File: src/rtl/product_accumulator.sv
// rtl/product_accumulator.sv - sums TERMS products per result with a valid/ready result handshake
// Optional feature: define PRODUCT_ACCUMULATOR_SATURATE_EN to saturate the sum and report out_sat;
// without it the sum wraps modulo 2^ACC_W and out_sat is tied low.
module product_accumulator #(
   parameter int WIDTH = 4,
   parameter int TERMS = 4,
   parameter int ACC_W = 4*WIDTH+4
) (
   input  logic               clk,
   input  logic               rst_n,
   input  logic               clear,
   input  logic               in_valid,
   output logic               in_ready,
   input  logic [4*WIDTH-1:0] in_product,
   output logic               out_valid,
   input  logic               out_ready,
   output logic [ACC_W-1:0]   out_sum,
   output logic               out_sat
);

   localparam int CNT_W = $clog2(TERMS+1);

   typedef enum logic {ST_ACC = 1'b0, ST_DONE = 1'b1} state_t;

   state_t             state_q, state_d;
   logic [ACC_W-1:0]   acc_q, acc_d;
   logic [CNT_W-1:0]   cnt_q, cnt_d;
   logic               accept;
   logic               last_term;
   logic               take_result;
   logic [ACC_W-1:0]   acc_add;

   assign accept      = in_valid && in_ready;
   assign last_term   = (cnt_q == CNT_W'(TERMS-1));
   assign take_result = out_valid && out_ready;

`ifdef PRODUCT_ACCUMULATOR_SATURATE_EN
   localparam int SUM_W = ACC_W + 1;

   logic               sat_q, sat_d;
   logic [SUM_W-1:0]   sum_full;
   logic               add_ovf;

   // Carry out of the widened adder means the true sum no longer fits.
   always_comb begin
      sum_full = {1'b0, acc_q} + SUM_W'(in_product);
      add_ovf  = sum_full[ACC_W];
      acc_add  = add_ovf ? {ACC_W{1'b1}} : sum_full[ACC_W-1:0];
   end

   // Sticky saturation flag, cleared together with the accumulator.
   always_comb begin
      sat_d = sat_q;
      if (state_q == ST_ACC) begin
         if (clear)
            sat_d = 1'b0;
         else if (accept && add_ovf)
            sat_d = 1'b1;
      end else if (take_result) begin
         sat_d = 1'b0;
      end
   end

   // Saturation flag register.
   always_ff @(posedge clk) begin
      if (!rst_n)
         sat_q <= 1'b0;
      else
         sat_q <= sat_d;
   end

   assign out_sat = sat_q;
`else
   // Plain modulo-2^ACC_W addition.
   always_comb begin
      acc_add = acc_q + ACC_W'(in_product);
   end

   assign out_sat = 1'b0;
`endif

   // State register.
   always_ff @(posedge clk) begin
      if (!rst_n)
         state_q <= ST_ACC;
      else
         state_q <= state_d;
   end

   // Next state: finish on the accept of the last term, return once the result is taken.
   always_comb begin
      state_d = state_q;
      case (state_q)
         ST_ACC:  if (!clear && accept && last_term) state_d = ST_DONE;
         ST_DONE: if (take_result)                   state_d = ST_ACC;
         default: state_d = ST_ACC;
      endcase
   end

   // Outputs: accept terms while accumulating, present the result while done.
   always_comb begin
      in_ready  = (state_q == ST_ACC);
      out_valid = (state_q == ST_DONE);
   end

   // Accumulator and term counter; clear only acts while accumulating.
   always_comb begin
      acc_d = acc_q;
      cnt_d = cnt_q;
      if (state_q == ST_ACC) begin
         if (clear) begin
            acc_d = '0;
            cnt_d = '0;
         end else if (accept) begin
            acc_d = acc_add;
            cnt_d = cnt_q + CNT_W'(1);
         end
      end else if (take_result) begin
         acc_d = '0;
         cnt_d = '0;
      end
   end

   // Datapath registers.
   always_ff @(posedge clk) begin
      if (!rst_n) begin
         acc_q <= '0;
         cnt_q <= '0;
      end else begin
         acc_q <= acc_d;
         cnt_q <= cnt_d;
      end
   end

   assign out_sum = acc_q;

endmodule

File: config.mk
export PLATFORM = sky130hd
export DESIGN_NAME = product_accumulator
export DESIGN_NICKNAME = d
export VERILOG_FILES = /design/src/rtl/product_accumulator.sv
export SDC_FILE = /design/constraint.sdc
export NUM_CORES = 1
export LEC_CHECK = 0
export CAP_MARGIN = 10
export CORE_ASPECT_RATIO = 1.2
export CORE_MARGIN = 3
export CORE_UTILIZATION = 49
export DETAILED_ROUTE_END_ITERATION = 10
export PLACE_DENSITY_LB_ADDON = 0.12
export SETUP_SLACK_MARGIN = 0.1
export SKIP_CTS_REPAIR_TIMING = 1
export SLEW_MARGIN = 20
export SYNTH_ARGS = -nofsm -noshare
export SYNTH_HDL_FRONTEND = slang
export SYNTH_SLANG_ARGS = --single-unit
File: constraint.sdc
create_clock -name clk -period 3.4 [get_ports clk]
set_clock_uncertainty 0.05 [all_clocks]
set_input_delay 0.51 -clock clk [delete_from_list [all_inputs] [get_ports clk]]
set_output_delay 0.51 -clock clk [all_outputs]
set_load 0.1 [all_outputs]
* Word level (Yosys, flattened, before mapping)
Cells that the tools add are included.
** Storage, ports and cells
- Bits in registers :: 24
- Logic and storage cells :: 26
- Input bits :: 21
** Cells by class
- Equality and inequality tests :: 2
- Reduce and logical (&&, ||, !) cells :: 7
- Bitwise logic cells :: 1
- Multiplexer cells :: 11
- Add/subtract/negate cells :: 2
** Operators by type and width (count)
- two-way mux 20 bit :: 4
- adder 20 x 16 -> 20 bit :: 1
- two-way mux 3 bit :: 4
- logical AND 1 bit :: 4
- adder 3 x 1 -> 3 bit, second input constant :: 1
- == test 3 x 2 -> 1 bit, second input constant :: 1
- nonzero test 3 bit :: 1
- two-way mux 1 bit :: 2
- != test 2 x 1 -> 1 bit, second input constant :: 1
- one-hot mux 1 bit (2 select lines) :: 1
- AND reduction 2 bit :: 1
- logical NOT 1 bit :: 1
- NOT 1 bit :: 1

* Longest topological paths before layout
Gate-level depths: netlist (run 1).
- Depth after elaboration :: 6
- Mapped depth :: 8

* Worst setup path before layout (run 1)
OpenSTA, ideal clock, no wires.
- Path type :: register to register
- Start :: register acc_q[0] (netlist: out_sum[0])
- End :: register acc_q[12] (netlist: out_sum[12])
- Setup time :: 0.074 ns
- Data required time :: 3.276 ns
- Slack :: 0.555 ns
- Arrival :: 2.720 ns
- Stages on the path, launching flop included :: 9
- Buffers on the path :: 0
- Path through :: dfxtp_1 ha_1 fa_1 a21oi_2 nor3_1 o41ai_4 a21oi_2 or3_1 a31oi_1
** On the way
- Longest elaborated chain between the ends :: 4
** Ends and longest elaborated chain
- start: declaration :: RTL line 26 : logic [ACC_W-1:0] acc_q, acc_d;
- start signal: assignment :: RTL line 127 : acc_q <= '0;
- start signal: assignment :: RTL line 130 : acc_q <= acc_d;
- adder 20 x 16 -> 20 bit :: RTL line 76 : acc_add = acc_q + ACC_W'(in_product);
- two-way mux 20 bit :: RTL line 114 : end else if (accept) begin
- two-way mux 20 bit :: RTL line 111 : if (clear) begin
- two-way mux 20 bit :: RTL line 110 : if (state_q == ST_ACC) begin
No other way between the ends. The select of a mux whose other input is x is not followed.
A chain may end at the register's enable or synchronous reset.

* Final worst setup path (run 1)
- Start :: input in_product[0]
- End :: register acc_q[12] (netlist: out_sum[12])
** On the way
- Longest elaborated chain between the ends :: 4
** Ends and longest elaborated chain
- start: declaration :: RTL line 14 : input logic [4*WIDTH-1:0] in_product,
- adder 20 x 16 -> 20 bit :: RTL line 76
- two-way mux 20 bit :: RTL line 114
- two-way mux 20 bit :: RTL line 111
- two-way mux 20 bit :: RTL line 110
No other way between the ends. The select of a mux whose other input is x is not followed.

==> results of run 1 <==
[area by class of cell]
type,count,area share (%)
Sequential cell,24,20.9
Clock inverter,1,1.31
Tap cell,37,2.02
Inverter,9,1.47
Multi-Input combinational cell,176,53.2
Clock buffer,3,1.80
Timing Repair Buffer,45,19.3
[layer usage]
layer / track usage [%] / wire length [µm] / vias up
met5: 0 / 0 / -
met4: 6.51 / 71 / 0
met3: 2.52 / 137 / 9
met2: 35.7 / 2060 / 41
met1: 27.2 / 1830 / 804
li1: - / - / 881
[path summary, 6_finish.rpt]
path | slack [ps] | end
hold reg to reg | 420 | out_sum[13]
setup reg to reg | 870 | out_sum[12]
setup / recovery | 550 | out_sum[12]
hold / removal | 420 | out_sum[13]
[logic make-up (layout without fill, tap and decap cells)]
logic type	Yosys count	after routing	share of synthesized area (%)
and+or+nand+nor	74	74	21.3
AOI/OAI and AO/OA	69	69	27.1
DFF	24	24	27.2
adders and majority gates	19	19	13.9
buffers and inverters	16	58	3.61
xor gates and xnor gates	11	11	5.46
muxes	2	2	1.13
other	1	1	0.212
[Yosys cell counts (2+ instances only)]
cell / instances
sky130_fd_sc_hd__o21a_1: 2
sky130_fd_sc_hd__xor2_1: 2
sky130_fd_sc_hd__nand4_1: 5
sky130_fd_sc_hd__ha_1: 18
sky130_fd_sc_hd__or3_1: 2
sky130_fd_sc_hd__o22ai_1: 2
sky130_fd_sc_hd__xnor2_1: 9
sky130_fd_sc_hd__a22oi_1: 10
sky130_fd_sc_hd__clkbuf_1: 6
sky130_fd_sc_hd__nor2b_1: 13
sky130_fd_sc_hd__nor3_1: 11
sky130_fd_sc_hd__o21ai_0: 9
sky130_fd_sc_hd__a21oi_1: 20
sky130_fd_sc_hd__mux2i_1: 2
sky130_fd_sc_hd__nor2_1: 14
sky130_fd_sc_hd__o211ai_1: 3
sky130_fd_sc_hd__nand3_1: 2
sky130_fd_sc_hd__a21boi_0: 2
sky130_fd_sc_hd__or2_2: 3
sky130_fd_sc_hd__a31oi_1: 3
sky130_fd_sc_hd__nand2_1: 17
sky130_fd_sc_hd__dfxtp_1: 24
sky130_fd_sc_hd__inv_1: 9
sky130_fd_sc_hd__a211oi_1: 6
sky130_fd_sc_hd__a21oi_2: 3
[state kept, by name, summed over array words and instances (netlist names)]
name	count
out_sum	20
cnt_q	3
out_valid	1
[per-stage QoR]
stage	cells	area, µm²	hold slack, ps	worst slack, ps
2_1_floorplan	216	1770	449	555
6_report	295	2300	423	549
5_1_grt	295	2300	467	378
3_3_place_gp	291	2220	408	345
3_5_place_dp	291	2220	416	259
4_1_cts	295	2300	430	547
[critical path: stages]
cell	delay (ps)
sky130_fd_sc_hd__clkdlybuf4s50_1	410
sky130_fd_sc_hd__ha_1	240
sky130_fd_sc_hd__fa_1	440
sky130_fd_sc_hd__a21oi_2	210
sky130_fd_sc_hd__nor3_1	110
sky130_fd_sc_hd__o41ai_4	450
sky130_fd_sc_hd__a21oi_2	130
sky130_fd_sc_hd__or3_1	350
sky130_fd_sc_hd__a31oi_1	160
[placed cells by master (no fill, tap or decap), types with 3 or more instances in the layout]
master,instances
sky130_fd_sc_hd__o211ai_1,3
sky130_fd_sc_hd__dfxtp_1,24
sky130_fd_sc_hd__buf_4,3
sky130_fd_sc_hd__or2_2,3
sky130_fd_sc_hd__a211oi_1,6
sky130_fd_sc_hd__a21oi_2,3
sky130_fd_sc_hd__nand2_1,17
sky130_fd_sc_hd__o21ai_0,9
sky130_fd_sc_hd__a22oi_1,10
sky130_fd_sc_hd__inv_1,9
sky130_fd_sc_hd__ha_1,18
sky130_fd_sc_hd__nor2_1,14
sky130_fd_sc_hd__nor2b_1,13
sky130_fd_sc_hd__clkdlybuf4s50_1,42
sky130_fd_sc_hd__clkbuf_8,3
sky130_fd_sc_hd__xnor2_1,9
sky130_fd_sc_hd__a31oi_1,3
sky130_fd_sc_hd__nor3_1,11
sky130_fd_sc_hd__nand4_1,5
sky130_fd_sc_hd__a21oi_1,20
[where the power goes]
| part | internal, µW | switching (µW) | total (µW) |
|---|---|---|---|
| sequential | 294 | 10.1 | 304 |
| clock | 158 | 104 | 262 |
| combinational | 107 | 193 | 300 |
==> run summary, run 1 <==
Share of synthesized flip-flops with an asynchronous set or reset -> 0%
Final Hold Violating Endpoints -> 0
Critical-path maximum fanout -> 5
Count of maximum capacitance violations -> 0
Clock insertion delay at the later pin of the skew report -> 270 ps
Number of cells produced by synthesis -> 216
Half-perimeter wire length of the detailed placement result -> 3130 µm
Total number of yosys warnings -> 0
Number of synthesized register bits -> 24
Die Width -> 60.8 µm
Combined flip-flop and latch cell area -> 480 µm²
Sequential area share after synthesis -> 27.2%
Cell types occupying the most area after synthesis -> sky130_fd_sc_hd__dfxtp_1 27%, sky130_fd_sc_hd__ha_1 13%, sky130_fd_sc_hd__a21oi_1 5.7%, sky130_fd_sc_hd__nor2b_1 4.6%, sky130_fd_sc_hd__xnor2_1 4.5%
Hold Crit Depth -> 2
Worst rel slew slack -> 34.3%
Fraction of the core area covered by cells at the end of the flow -> 67.6%
Placeable core region -> 3400 µm²
Crit end category -> flop
Leading area contributor after synthesis -> sky130_fd_sc_hd__dfxtp_1
Worst Setup SP -> in_product[0]
Transition time of the tightest slew-check pin -> 983 ps
Die footprint -> 4360 µm²
Final Cycle Share -> 83.8%
Largest net degree at the start of global routing -> 23
Leakage power figure -> 0.000901 µW
Total routing resource utilization after global routing -> 21.0%
Number of setup violations in the final report -> 0
Maximum clock frequency -> 0.351 GHz
Post-synthesis cell area -> 1770 µm²
Multi-input logic area -> 1220 µm²
Total of fill cells in the finished design -> 304
RSZ-0062 raised after global routing -> no
Total clock sinks -> 24
Launch instance of the worst register-to-register path -> out_sum[0]
Minimum clock period -> 2850 ps
Number of buffers inserted during clock tree synthesis -> 3
Initial Utilization -> 52.0%
Total routed wirelength -> 4100 µm
Number of enable flip-flop cells after synthesis -> 0
Std cell rows -> 23
Vias per Instance -> 5.88
Post-synth net total -> 256
Final global-route overflow total -> 0
Detailed-routing iteration count for the pre-antenna-repair pass -> 4
Relative area change from synthesis to final layout -> 30.0%
Worst IR drop on VDD -> 0.000204 V
Vias -> 1,735
Maximum root-to-sink buffer count -> 2
CP Launch Type -> input port
Setup TNS -> 0 ps
Num ports -> 44
Library cells used by synthesis -> 44
Start point of the worst min-delay path -> out_sum[13]
# port buffers -> 42
Global-route wire length before repair -> 7170 µm
Required time of the worst setup path -> 3560 ps
Area share of the largest cell type after synthesis -> 27.2%
Status -> completed
Die Y -> 71.8 µm
Kind of critical path -> input port to flop
Arrival @ worst endpoint -> 3010 ps
ANT nets after route -> 0
CTS tree -> done
Fraction of layout cells with a size suffix above 1 -> 6.20%
Average wire per standard cell -> 13.9 µm
Final Slew Violations -> 0
Synthesized area per cell -> 8.17 µm²
Drt first-iter violations -> 97
Total power consumption of the routed design -> 866 µW
Antenna fix cells -> 0
Clock edge transition at the registers on the reported setup and hold paths -> 90 ps
Post-detailed-route DRC marker count -> 0
Weighted congestion reported at the end of routability-driven placement -> 0.874
Most frequently used flop master after synthesis -> sky130_fd_sc_hd__dfxtp_1
Fin nets -> 299
Number of global-route vias before repair -> 1,648
R2r worst-path depth -> 8
Number of levels the H-tree was split into -> 1
Root Driver -> sky130_fd_sc_hd__clkbuf_8
Number of antenna violations at the first check in global routing -> 0
Power density of the placed cells -> 377 nW/µm²
Path type of the worst min-delay path -> flop to flop
(Power assumes the default switching activity.)
==> run 2: changes to the inputs <==
- clock period: 3.4 -> 2.85 ns (I/O delays scaled with it)
==> run 2 against run 1 <==
Power rose by 21%. Worst setup slack got worse by 200 ps. Utilization rose by 0.92 points. Clock power rose by 19%. First-iteration DRC count fell by 15%. Non-clock buffer count rose by 11. Final cell count rose by 3.7%. Die area did not move. Register-to-register slack got worse by 270 ps. Cell area rose by 1.4%. Via count rose by 1.2%. Worst hold slack improved by 8.6 ps.
==> run summary, run 2 (synthesis gave the netlist of run 1 again) <==
Flip-flop count of the largest register, all copies and words added -> 20 (unchanged)
Final Hold Violating Endpoints -> 0 (unchanged)
R2r worst-path depth -> 8 (unchanged)
Relative area change from synthesis to final layout -> 31.8%
Critical-path maximum fanout -> 3 (-2)
Combinational group share of total power -> 35.4% (+0.7 points)
Max stage delay on crit path -> 410 ps (-40 ps)
Number of antenna violations at the first check in global routing -> 0 (unchanged)
Maximum root-to-sink buffer count -> 2 (unchanged)
Leading cell type in the layout, fill and taps excluded -> sky130_fd_sc_hd__buf_4
Worst R2R End -> out_sum[12]
CTS tree -> done
Global-route wire length before repair -> 7020 µm (-2.1%)
Post-DP Area -> 2250 µm² (+1.1%)
Status -> completed
Total routed wirelength -> 4240 µm (+3.3%)
Total clock sinks -> 24 (unchanged)
Leading cell types in the layout, fill and taps excluded -> 36 x sky130_fd_sc_hd__buf_4, 21 x sky130_fd_sc_hd__dfxtp_1, 20 x sky130_fd_sc_hd__a21oi_1, 20 x sky130_fd_sc_hd__clkdlybuf4s50_1, 18 x sky130_fd_sc_hd__ha_1
Required time of the worst setup path -> 3010 ps (-550 ps)
Cell Chain, Critical Path -> clkdlybuf4s50_1 > ha_1 > fa_1 > a21oi_2 > nor3_1 > o41ai_4 > a21oi_2 > or3_1 > a31oi_1
# port buffers -> 42 (unchanged)
Final global-route overflow total -> 0 (unchanged)
Net switching fraction of the power -> 35.5% (about the same)
Vias -> 1,755 (+1.2%)
Kind of critical path -> input port to flop
Initial Utilization -> 52.0% (unchanged)
Worst rel slew slack -> 56.1% (+22 points)
Most frequent CP cell -> sky130_fd_sc_hd__a21oi_2
Half-perimeter wire length of the detailed placement result -> 3280 µm (+4.6%)
Worst IR drop on VDD -> 0.000289 V (+42%)
Path type of the worst min-delay path -> flop to flop
Transition time of the tightest slew-check pin -> 651 ps (-332 ps)
Crit end category -> flop
RSZ-0062 raised after global routing -> no
Final Slew Violations -> 0 (unchanged)
Weighted congestion reported at the end of routability-driven placement -> 0.869 (-0.57%)
Minimum clock period -> 2500 ps
Antenna fix cells -> 0 (unchanged)
Family with the most delay on the worst path -> compound AO/OA/AOI/OAI gates
Leakage power figure -> 0.000996 µW (+11%)
Total routing resource utilization after global routing -> 20.5% (-0.49 points)
Maximum clock frequency -> 0.401 GHz
Average wire per standard cell -> 13.8 µm (-0.37%)
R2R setup slack -> 600 ps (-270 ps)
Final Cycle Share -> 87.6%
Largest net degree at the start of global routing -> 15 (-35%)
Number of levels the H-tree was split into -> 1 (unchanged)
Number of standard cells in the layout, taps in and fillers out -> 306 (+3.7%)
Arrival @ worst endpoint -> 2660 ps (-350 ps)
Master of the slowest instance on the critical path -> sky130_fd_sc_hd__fa_1
Hold Path Sink -> out_sum[13]
Clock edge transition at the registers on the reported setup and hold paths -> 100 ps (about the same)
Placeable core region -> 3400 µm² (unchanged)
Start point of the worst min-delay path -> out_sum[13]
Num ports -> 44 (unchanged)
CP Launch Type -> input port
Proportion of power drawn by flip-flops and latches -> 34.7% (-0.4 points)
Fin nets -> 310 (+3.7%)
Die footprint -> 4360 µm² (unchanged)
Launch instance of the worst register-to-register path -> out_sum[0]
Fraction of layout cells with a size suffix above 1 -> 19.3% (+13 points)
Number of buffers inserted during clock tree synthesis -> 3 (unchanged)
Net switching component of the power -> 371 µW (+21%)
Post-route cell area -> 2330 µm² (+1.4%)
Post-detailed-route DRC marker count -> 0 (unchanged)
Count of maximum capacitance violations -> 0 (unchanged)
Drt first-iter violations -> 82 (-15%)
Number of setup violations in the final report -> 0 (unchanged)
Die Width -> 60.8 µm (unchanged)
Hold Crit Depth -> 2 (unchanged)
Die Y -> 71.8 µm (unchanged)
Crit path buf inv count -> 1 (unchanged)
Power share of the clock group -> 29.9% (-0.3 points)
Root Driver -> sky130_fd_sc_hd__clkbuf_8
Power density of the placed cells -> 449 nW/µm² (+19%)
ANT nets after route -> 0 (unchanged)
Number of global-route vias before repair -> 1,664 (+0.97%)
Vias per Instance -> 5.74 (-2.5%)
Detailed-routing iteration count for the pre-antenna-repair pass -> 4 (unchanged)
Std cell rows -> 23 (unchanged)
Cell internal power dissipation -> 674 µW (+21%)
Clock insertion delay at the later pin of the skew report -> 270 ps (about the same)
Placed Cells incl. Taps -> 301 (+3.4%)
Fraction of the core area covered by cells at the end of the flow -> 68.5% (+0.92 points)
run 2: worst min-delay path, delay by kind of cell, from the launching register on:
family / cells / cell delay (ps)
compound gates: 1 / 50
simple gates: 1 / 60
flops: 1 / 330
run 2: metal layers:
layer	GRT usage, %	vias up	wire (µm)
met1	25.3	795	1870
met2	35.4	42	2100
met3	2.34	10	163
li1	-	908	-
met4	8.19	0	95
met5	0	-	0
run 2: cell type report:
cell class,count,area [µm²]
sequential,24,484
tap,37,46.3
timing repair buffer,56,470
fill,307,1070
clock buffer,3,41.3
clock inverter,1,30.0
inverter,9,33.8
multi-input combinational,176,1220
run 2: per-stage QoR:
stage          hold WS (ps)  power (µW)  TNS, ps  setup slack [ps]
3_3_place_gp            414         735        0              1.86
5_1_grt                 462        1090        0               165
6_report                432        1040        0               353
4_1_cts                 434        1040        0               255
2_1_floorplan           449         635        0               108
3_5_place_dp            420         736    -31.2             -31.2
run 2: worst max-delay path by stage:
stage                        to  depth (start not counted)     startpoint
floorplan           out_sum[12]                          7     out_sum[7]
global placement    out_sum[12]                          9  in_product[0]
detailed placement  out_sum[12]                          9  in_product[0]
CTS                 out_sum[12]                          9  in_product[0]
global route        out_sum[16]                         10  in_product[0]
finish              out_sum[12]                          9  in_product[0]
run 2: power groups by stage:
stage	combinational [µW]	sequential [µW]	clock, µW
after detailed placement	365	371	0
after global routing	401	365	323
after CTS	368	363	314
after floorplan	169	466	0
after global placement	365	370	0
final	370	363	312
==> variant 1, RTL diff (settings of run 1) <==
The parameter `WIDTH` goes from 4 to 3.
--- a/src/rtl/product_accumulator.sv
+++ b/src/rtl/product_accumulator.sv
@@ -4,3 +4,3 @@
 module product_accumulator #(
-   parameter int WIDTH = 4,
+   parameter int WIDTH = 3,
    parameter int TERMS = 4,
Ports: changed (resized in_product and out_sum); port bits go from 44 to 36. No check against the original RTL was run, so the function may have changed too.
==> variant 1 against run 1 <==
  * Sequential cell count fell by 4
  * Routed wire length down 21%
  * Hold slack better by 0.025 ns
  * Largest cell class unchanged
  * Sequential share of layout area is 1.8 points higher
  * Design area shrank 23%
  * Power decreased by 31%
  * Area after synthesis fell by 22%
  * Worst setup slack improved by 0.34 ns
  * Final cell count shrank 20%
==> variant 1: results (changes against run 1) <==
| Metric | Value |
|---|---|
| Dpl cell area | 1723 sq um (was 2225 sq um) |
| Status | completed (unchanged) |
| Leakage | 0.7010 nW (was 0.9005 nW) |
| DR WL/cell | 13.85 um (was 13.89 um) |
| Flop-to-flop setup slack | 1.17 ns (was 0.87 ns) |
| Post-DP HPWL | 2532 um (was 3134 um) |
| DR vias/cell | 5.672 (was 5.881) |
| # placed instances | 231 (was 291) |
| Largest net degree at the start of global routing | 16 (was 23) |
| Post-synth top cells | 20 x dfxtp_1, 18 x a21oi_1, 15 x nand2_1 (was 24 x dfxtp_1, 20 x a21oi_1, 18 x ha_1) |
| Seq/Total Area, Yosys | 0.2920 (was 0.2721) |
| Worst vdd ir | 222.6 uV (was 203.6 uV) |
| Synth Instances | 170 (was 216) |
| WL met3 | 163 um (was 137 um) |
| Area contributors post-synth | dfxtp_1 29%, ha_1 13%, a21oi_1 6.6% (was dfxtp_1 27%, ha_1 13%, a21oi_1 5.7%) |
| Worst skew pair latency | 0.30 ns (was 0.27 ns) |
| Drt first pass iters | 5 (was 4) |
| Wire length on met2 | 1659 um (was 2055 um) |
| Fraction of layout cells with a size suffix above 1 | 0.04950 (was 0.06202) |
| Worst reg-to-reg path cell count | 9 (was 8) |
| Crit path DAT | 2.70 ns (was 3.01 ns) |
| RePlAce Congestion | 0.9179 (was 0.8739) |
| CP max-delay cell | clkdlybuf4s50_1 (was o41ai_4) |
| Netlist cell types | 41 (was 44) |
| Post-Syn Nets | 202 (was 256) |
| Metal1 wirelength | 1387 um (was 1833 um) |
| DRT iter0 DRCs | 28 (was 97) |
-- variant 1: layer usage --
layer | vias up | global-route usage
met5 | - | 0
met4 | 0 | 0.05919
met3 | 4 | 0.02331
met2 | 46 | 0.3563
met1 | 612 | 0.2431
li1 | 671 | -
-- variant 1: area by class of cell --
cell class                 count  area [sq um]
multi-input combinational    135         903.4
sequential                    20         400.4
inverter                       8         30.03
timing repair buffer          35         347.8
clock buffer                   4         36.28
tap                           33         41.29
fill                         227         843.3
-- variant 1: cell families (layout without fill, tap and decap cells) --
family                     after synthesis  count (layout)  synth area share
other                                    1               1          0.002735
muxes                                    1               1          0.007300
DFF                                     20              20            0.2920
AOI/OAI and AO/OA                       50              50            0.2345
buffers and inverters                   15              47           0.04927
xor gates and xnor gates                 8               8           0.05110
adders and majority gates               15              15            0.1423
and+or+nand+nor                         60              60            0.2208
-- variant 1: worst min-delay path: stages (launching register included) --
cell	delay (ns)
dfxtp_1	0.35
nand2_1	0.05
o21ai_0	0.06
-- variant 1: how the worst min path moves through the flow --
| stage | startpoint | endpoint | slack (ns) | cells after the start |
|---|---|---|---|---|
| floorplan | cnt_q[1] | cnt_q[1] | 0.45 | 2 |
| global placement | out_sum[5] | out_sum[5] | 0.43 | 2 |
| detailed placement | out_sum[10] | out_sum[10] | 0.43 | 2 |
| CTS | out_sum[10] | out_sum[10] | 0.45 | 2 |
| global route | out_sum[5] | out_sum[5] | 0.49 | 2 |
| finish | out_sum[10] | out_sum[10] | 0.45 | 2 |
-- variant 1: power breakdown --
part / switching (W) / total [W] / internal (W)
combinational: 0.000138 / 0.000210 / 0.0000726
clock: 0.0000749 / 0.000140 / 0.0000652
sequential: 0.00000737 / 0.000251 / 0.000243
-- variant 1: metrics by stage --
step / hold slack, ns / worst slack, ns
after floorplan: 0.4539 / 0.6237
after global placement: 0.4278 / 0.6551
after detailed placement: 0.4310 / 0.5640
after CTS: 0.4518 / 0.8830
after global routing: 0.4865 / 0.6965
final: 0.4486 / 0.8906
==> variant 2, RTL diff (settings of run 1) <==
Made on the original files. The option `PRODUCT_ACCUMULATOR_SATURATE_EN` is turned on by a define.
--- a/src/rtl/product_accumulator.sv
+++ b/src/rtl/product_accumulator.sv
@@ -3,2 +3,4 @@
 // without it the sum wraps modulo 2^ACC_W and out_sat is tied low.
+`define PRODUCT_ACCUMULATOR_SATURATE_EN
+
 module product_accumulator #(
Function: no difference found for any inputs over 10 cycles, from zero or initial values and one cycle with rst_n low; that may be too few to reach the edited logic, so the function may still have changed.
==> variant 2 against run 1 <==
  * Non-clock buffer count stayed put
  * Area after synthesis is 9.2% higher
  * Sequential cell count is 1 higher
  * Count of clock-buffer cells in the layout is 1 higher
  * Design area is 5.9% higher
  * Sequential power is 2% higher
  * Worst setup slack worse by 0.0039 ns
  * Power is 14% lower
  * Routed wire length is 21% higher
  * Critical path type unchanged
==> variant 2: results (changes against run 1) <==
| Metric | Value |
|---|---|
| Status | completed (unchanged) |
| Area contributors post-synth | dfxtp_1 26%, ha_1 12%, nand2_1 7.4% (was dfxtp_1 27%, ha_1 13%, a21oi_1 5.7%) |
| Post-Syn Nets | 285 (was 256) |
| Netlist cell types | 51 (was 44) |
| Initial antenna violation count | 0 (unchanged) |
| Vias | 1951 (was 1735) |
| DR WL/cell | 14.57 um (was 13.89 um) |
| IO buf count | 43 (was 42) |
| Fill count | 368 (was 304) |
| Crit path DAT | 2.96 ns (was 3.01 ns) |
| Worst skew pair latency | 0.28 ns |
| Hold crit path type | flop to flop (unchanged) |
| Post-DP HPWL | 3833 um (was 3134 um) |
| Dpl cell area | 2387 sq um (was 2225 sq um) |
| Tightest Pin Transition | 0.9737 ns (was 0.9831 ns) |
| CP max-delay cell | fa_1 (was o41ai_4) |
| Clk slew on worst S/H paths | roughly 0.1 ns |
| RePlAce Congestion | 0.9146 (was 0.8739) |
| Drt first pass iters | 4 (unchanged) |
| Vias in the first global route | 1876 (was 1648) |
| TritonCTS Buffers | 3 (unchanged) |
| Final net count | 328 (was 299) |
| Max FO, Critical Path | 13 (was 5) |
| Fraction of layout cells with a size suffix above 1 | 0.06620 (was 0.06202) |
| DRT iter0 DRCs | 136 (was 97) |
| First-pass GRT wire length | 8259 um (was 7169 um) |
| Antenna Cells | 0 (unchanged) |
| Largest net degree at the start of global routing | 14 (was 23) |
| Worst vdd ir | 126.6 uV (was 203.6 uV) |
| Int Power | 0.0004757 W (was 0.0005585 W) |
| Crit-path max cell delay | roughly 0.44 ns |
| GRT Total Usage | 0.2136 (was 0.2104) |
| CTS root buf | clkbuf_8 (unchanged) |
| Clk buf depth | 2 (unchanged) |
| Seq/Total Area, Yosys | 0.2596 (was 0.2721) |
| Leakage | 0.9780 nW (was 0.9005 nW) |
| Post-synth top cells | 38 x nand2_1, 25 x dfxtp_1, 22 x a21oi_1, 22 x nor2_1 (was 24 x dfxtp_1, 20 x a21oi_1, 18 x ha_1) |
## variant 2: worst max-delay path, delay by kind of cell
kind	cells	cell delay [ns]
adder cells (fa/ha/maj)	2	0.70
AND/OR/NAND/NOR	3	0.72
buffers and inverters	1	0.42
AO/OA/AOI/OAI	3	0.60
## variant 2: layer usage
metal / global-route usage / vias to the layer above / wire (um)
met3: 0.03582 / 10 / 233
li1: - / 984 / -
met2: 0.3763 / 59 / 2374
met5: 0 / - / 0
met1: 0.2665 / 898 / 2241
met4: 0.07674 / 0 / 89
## variant 2: area by class of cell
type,instances,share of cell area
sequential,25,0.2058
tap,52,0.02675
clock buffer,4,0.01852
multi-input combinational,207,0.5576
timing repair buffer,45,0.1821
inverter,6,0.009259
## variant 2: worst paths after layout
path	slack, ns	from	cells past startpoint	end
setup / recovery	0.55	in_product[0]	9	out_sum[12]
hold / removal	0.42	out_sum[2]	2	out_sum[2]
setup reg to reg	0.87	out_sum[0]	8	out_sum[12]
hold reg to reg	0.42	out_sum[2]	2	out_sum[2]
## variant 2: cells by family after synthesis
group | count (synthesis) | share of synthesized area
flip-flops | 25 | 0.2596
buffers and inverters | 13 | 0.03698
adder cells (fa/ha/maj) | 19 | 0.1272
XOR/XNOR | 10 | 0.04543
multiplexers | 4 | 0.02077
AND/OR/NAND/NOR | 88 | 0.2038
AO/OA/AOI/OAI | 86 | 0.3063
## variant 2: power by group through the flow
stage	clock network, W	logic, W	registers (W)
floorplan	0	0.000117	0.000377
global placement	0	0.000244	0.000316
detailed placement	0	0.000245	0.000317
CTS	0.000190	0.000246	0.000310
global route	0.000203	0.000267	0.000311
finish	0.000190	0.000247	0.000310
## variant 2: stage by stage
stage,worst slack (ns),total power [W],utilization,instances,hold slack (ns)
2_1_floorplan,0.7187,0.0004945,-,245,0.4044
3_3_place_gp,0.3812,0.0005598,0.6411,335,0.3945
3_5_place_dp,0.2505,0.0005620,0.6411,335,0.4019
4_1_cts,0.5266,0.0007467,0.6532,339,0.4176
5_1_grt,0.3635,0.0007812,0.6532,339,0.4371
6_report,0.5453,0.0007465,0.6532,339,0.4172
